$ cat src/rtl/fifo_sync_gen2.sv
// fifo_sync_gen2: synchronous FIFO, DEPTH = 2**ADDR_WIDTH entries, all usable.
// Occupancy level, programmable almost-full/almost-empty flags, sync flush,
// registered error pulses for push-on-full / pop-on-empty.
// Optional macro FIFO_FWFT_EN selects first-word fall-through read path;
// undefined gives a registered read with one cycle of latency.
module fifo_sync_gen2 #(
  parameter int DATA_WIDTH = 8,
  parameter int ADDR_WIDTH = 4,
  parameter int AF_LEVEL   = 2**ADDR_WIDTH - 2,
  parameter int AE_LEVEL   = 2
) (
  input  logic                  clk,
  input  logic                  rst_n,
  input  logic                  clear,
  input  logic                  push,
  input  logic                  pop,
  input  logic [DATA_WIDTH-1:0] data_in,
  output logic [DATA_WIDTH-1:0] data_out,
  output logic                  data_valid,
  output logic                  full,
  output logic                  empty,
  output logic                  almost_full,
  output logic                  almost_empty,
  output logic [ADDR_WIDTH:0]   level,
  output logic                  push_err_on_full,
  output logic                  pop_err_on_empty
);

  localparam int              DEPTH = 2**ADDR_WIDTH;
  localparam int              PW    = ADDR_WIDTH + 1;
  localparam logic [PW-1:0]   AF_L  = PW'(AF_LEVEL);
  localparam logic [PW-1:0]   AE_L  = PW'(AE_LEVEL);

  // Handshake: push acts as valid from the producer with ~full as its ready;
  // pop acts as ready from the consumer with ~empty as its valid. A transfer
  // happens only on an edge where both sides agree; a request that is not
  // matched leaves state untouched and raises the matching error pulse.

  logic [PW-1:0]         w_ptr_q, w_ptr_d;
  logic [PW-1:0]         r_ptr_q, r_ptr_d;
  logic [DATA_WIDTH-1:0] mem_q [DEPTH];
  logic                  push_err_q, pop_err_q;
  logic                  push_acc, pop_acc;

  // Status flags derived combinationally from the registered pointers.
  always_comb begin
    empty        = (w_ptr_q == r_ptr_q);
    full         = (w_ptr_q[ADDR_WIDTH-1:0] == r_ptr_q[ADDR_WIDTH-1:0]) &&
                   (w_ptr_q[ADDR_WIDTH] != r_ptr_q[ADDR_WIDTH]);
    level        = w_ptr_q - r_ptr_q;
    almost_full  = (level >= AF_L);
    almost_empty = (level <= AE_L);
    push_acc     = push & ~full;
    pop_acc      = pop & ~empty;
  end

  // Next-state pointers; flush wins over any push/pop in the same cycle.
  always_comb begin
    w_ptr_d = w_ptr_q;
    r_ptr_d = r_ptr_q;
    if (clear) begin
      w_ptr_d = '0;
      r_ptr_d = '0;
    end else begin
      if (push_acc) w_ptr_d = w_ptr_q + 1'b1;
      if (pop_acc)  r_ptr_d = r_ptr_q + 1'b1;
    end
  end

  // Pointer and error-pulse registers.
  always_ff @(posedge clk or negedge rst_n) begin
    if (!rst_n) begin
      w_ptr_q    <= '0;
      r_ptr_q    <= '0;
      push_err_q <= 1'b0;
      pop_err_q  <= 1'b0;
    end else begin
      w_ptr_q    <= w_ptr_d;
      r_ptr_q    <= r_ptr_d;
      push_err_q <= ~clear & push & full;
      pop_err_q  <= ~clear & pop & empty;
    end
  end

  // Storage array; contents are intentionally not reset.
  always_ff @(posedge clk) begin
    if (push_acc && !clear) mem_q[w_ptr_q[ADDR_WIDTH-1:0]] <= data_in;
  end

  assign push_err_on_full = push_err_q;
  assign pop_err_on_empty = pop_err_q;

`ifdef FIFO_FWFT_EN
  // Head word is shown as soon as it exists; pop just consumes it.
  always_comb begin
    data_valid = ~empty;
    data_out   = empty ? '0 : mem_q[r_ptr_q[ADDR_WIDTH-1:0]];
  end
`else
  logic [DATA_WIDTH-1:0] data_q;
  logic                  valid_q;

  // Registered read: popped word appears the cycle after the pop edge and
  // is held until the next pop; flush drops valid but keeps the data.
  always_ff @(posedge clk or negedge rst_n) begin
    if (!rst_n) begin
      data_q  <= '0;
      valid_q <= 1'b0;
    end else if (clear) begin
      valid_q <= 1'b0;
    end else begin
      valid_q <= pop_acc;
      if (pop_acc) data_q <= mem_q[r_ptr_q[ADDR_WIDTH-1:0]];
    end
  end

  assign data_out   = data_q;
  assign data_valid = valid_q;
`endif

endmodule

$ cat config.mk
export PLATFORM = sky130hd
export DESIGN_NAME = fifo_sync_gen2
export DESIGN_NICKNAME = d
export VERILOG_FILES = /design/src/rtl/fifo_sync_gen2.sv
export SDC_FILE = /design/constraint.sdc
export NUM_CORES = 1
export LEC_CHECK = 0
export CAP_MARGIN = 10
export CORE_ASPECT_RATIO = 0.75
export CORE_MARGIN = 5
export CORE_UTILIZATION = 35
export CTS_CLUSTER_DIAMETER = 150
export DETAILED_ROUTE_END_ITERATION = 16
export SYNTH_ARGS = -nofsm -noshare
export SYNTH_HDL_FRONTEND = slang
export SYNTH_SLANG_ARGS = --single-unit
$ cat constraint.sdc
create_clock -name clk -period 3.3 [get_ports clk]
set_input_delay 0.495 -clock clk [delete_from_list [all_inputs] [get_ports clk]]
set_output_delay 0.495 -clock clk [all_outputs]
set_load 0.01 [all_outputs]
==> metrics.yaml <==
core_sq_mm: 0.01698
synth_area_sq_mm: 0.006107
dr.pass1.iters: 4
synth_edf_count: 128
sw_frac_of_total_pct: 23.25
path_max_fanout: 4
cts_made_buffers: 17
vias: 3338
p_seq_share_pct: 42.1
synthFlopType: "edfxtp_1"
cts_tree: "yes"
grt_max_degree: 52
rsz0062_at_grt: "false"
final_nets: 439
grt_antenna_before_repair: 0
max_slew.worst_pin.slew_ps: 981.4
ys_ff_latch: 149
die_area_sq_mm: 0.02022
avgSynthCellArea_sq_um: 16.96
grt_pass1_wl_um: 20010
dpl.hpwl_um: 8996
hold_viol_final: 0
slew_headroom_pct: 34.37
cts_max_level: 4
post-cts-setup-buffer-count: 0
startpoint_type: "register"
pin_count: 33
io_buffers: 32
finalCriticalPeriod_ps: 3070
power_frac_comb_pct: 16.6
start_util_pct: 35.97
synthTopCellsByArea: "edfxtp_1 (63%), dfrtp_1 (8.6%), mux4_2 (5.9%)"
synth_cell_types: 44
die_y_um: 124.4
fin_setup_tns_ps: 0
cp_slowest_stage_delay_ps: 410
wl_met1_um: 6379
syn_nets: 383
routedWlPerCell_um: 19.95
fillers: 1492
dr_wl_met2_um: 5841
drtIter0Drc: 221
min_delay_worst_endpoint: "data_out[6]$_DFFE_PN0P_"
rrSetupSlack_ps: 880
internal_power_mw: 3.938
grt_overflow: 0
maxSlewViolCount: 0
timing.hold.ws_ps: 554.8
reg2reg_to: "data_out[6]$_DFFE_PN0P_"
placement.cell_area_sq_mm: 0.006768
hold_buffers: 0
required_ps: 2800
clock_latency_ps: 410
routed_wl_um: 13270
reg2reg_depth: 5
crit-reg2reg-launch: "r_ptr_q[0]$_DFFE_PN0P_"
grt_pass1_vias: 3358
area_delta_synth_final_pct: 21.59
crit_path_cell_trace: "inv_2 -> ha_1 -> inv_1 -> fa_1 -> a21o_1 -> a21oi_1 -> xnor2_1 -> a211oi_1 -> dlygate4sd2_1"
syn-instance-count: 360
fin_total_pwr_mw: 5.131
met3_length_um: 985
ys_warn_count: 0
skew_ps: 12.87
clkTransAtPathRegs_ps: 60
clock-sinks: 149
critPathKind: "register to output port"
post_drt_via_cell_ratio: 5.020
seq_area_frac_synth_pct: 71.54
slowest_stage: "dfrtp_1"
cts_root_buf: "clkbuf_16"
status: "completed"
p_switching_mw: 1.193
async_reset_ff_share_pct: 14.09
hp-start: "data_out[6]$_DFFE_PN0P_"
whs_path_depth: 2
p_per_area_mw_per_mm2: 691.0
ir_drop_mv: 0.2991
worstPathArrival_ps: 2570
hold_path_class: "register to register"
top_layer: "met4"
synth_top_cell_by_area: "edfxtp_1"
max-clock-path-buffers: 2
final_area_sq_mm: 0.007426
crit_path_end_kind: "output port"
p_leak_nw: 2.508
antenna_cells: 0
drv_cap: 0
rows: 41
clkPwrFrac_pct: 41.2
drtAntennaViolNets: 0
drive_gt1_share_pct: 17.02
synth_top_area_share_pct: 62.94
die_w_um: 162.5
setup_violations: 0
globalplace.congestion: 0.8213
drc: 0
period_share_pct: 93.03
track_usage_pct: 13.31
fmax_mhz: 325.7
## area by class of cell
class                   instances  area [sq um]  share of cell area, %
inverters                       7         26.28                 0.3538
well taps                     236         295.3                  3.976
flip-flops and latches        149          4370                  58.85
clock buffers                  24         481.7                  6.487
repair buffers                 53         481.7                  6.487
multi-input cells             188          1598                  21.52
clock inverters                 8         172.7                  2.325
## cells in the final DEF (no fill, tap or decap), drive strengths merged, types with 2 or more instances in the layout
cell type,instances
edfxtp,128
mux2i,34
nor2,31
clkdlybuf4s50,29
clkbuf,24
buf,21
dfrtp,21
mux4,16
o21ai,13
a21oi,13
ha,9
a221oi,8
o22ai,8
a31oi,8
inv,8
nor3,6
xor2,6
nand2,5
bufinv,5
nand2b,4
xnor2,4
or3,3
o211ai,3
nor2b,2
and2,2
a21o,2
dlymetal6s2s,2
clkinv,2
## critical path, delay by kind of cell (launching register included)
kind                     cells  cell delay, ps
XOR/XNOR                     1             130
flip-flops                   1             410
AO/OA/AOI/OAI                3             590
buffers and inverters        3             460
adder cells (fa/ha/maj)      2             570
## sequential cells by signal, summed over array words and instances, names as in the netlist
| register | count |
|---|---|
| data_out | 8 |
| data_valid | 1 |
| mem_q | 128 |
| pop_err_on_empty | 1 |
| push_err_on_full | 1 |
| r_ptr_q | 5 |
| w_ptr_q | 5 |
## synthesized netlist by cell type (6+ instances only)
master,n
nor2_1,31
a221oi_1,8
mux2i_1,34
nor3_1,6
ha_1,9
dfrtp_1,21
mux4_2,16
o22ai_1,8
edfxtp_1,128
o21ai_0,12
a21oi_1,12
a31oi_1,8
inv_1,7
## repair_timing
action                     in CTS  in global routing
gates resized for setup         2                  2
pin swaps                       0                  1
setup endpoints to repair       2                  2
## routing by layer
layer	GRT usage [%]	up-vias
met1	19.71	1711
li1	-	1526
met4	3.550	0
met5	0	-
met2	18.93	97
met3	4.234	4
## per-stage QoR
| step | setup slack [ps] | util (%) | std cells |
|---|---|---|---|
| after floorplan | 585.3 | - | 360 |
| after global placement | 382.5 | 39.86 | 633 |
| after detailed placement | 304.3 | 39.86 | 633 |
| after CTS | 17.28 | 43.70 | 665 |
| after global routing | 47.35 | 43.73 | 665 |
| final | 230.1 | 43.73 | 665 |
## power groups by stage
stage | clock (mW) | sequential, mW | combinational [mW]
finish | 2.12 | 2.16 | 0.853
global route | 2.23 | 2.17 | 0.923
CTS | 2.15 | 2.17 | 0.866
detailed placement | 0 | 2.20 | 0.869
global placement | 0 | 2.20 | 0.859
floorplan | 0 | 2.22 | 0.509
## worst max-delay path by stage
stage | from | end | slack, ps | cells after the start
final | w_ptr_q[0]$_DFFE_PN0P_ | almost_empty | 230 | 9
after global routing | w_ptr_q[0]$_DFFE_PN0P_ | almost_empty | 50 | 9
after CTS | w_ptr_q[0]$_DFFE_PN0P_ | almost_full | 20 | 9
after detailed placement | w_ptr_q[0]$_DFFE_PN0P_ | almost_empty | 300 | 9
after global placement | w_ptr_q[0]$_DFFE_PN0P_ | almost_empty | 380 | 9
after floorplan | r_ptr_q[2]$_DFFE_PN0P_ | mem_q[3][0]$_DFFE_PP_ | 590 | 7
## cells by family (layout without fill, tap and decap cells)
group	after synthesis	in the layout	synth area share, %
AOI/OAI and AO/OA	59	59	6.208
muxes	50	50	11.47
xor gates and xnor gates	10	10	1.680
DFF	149	149	71.54
buffers and inverters	23	92	2.295
and+or+nand+nor	59	59	4.630
adders and majority gates	10	10	2.172
(Power assumes the default switching activity.)
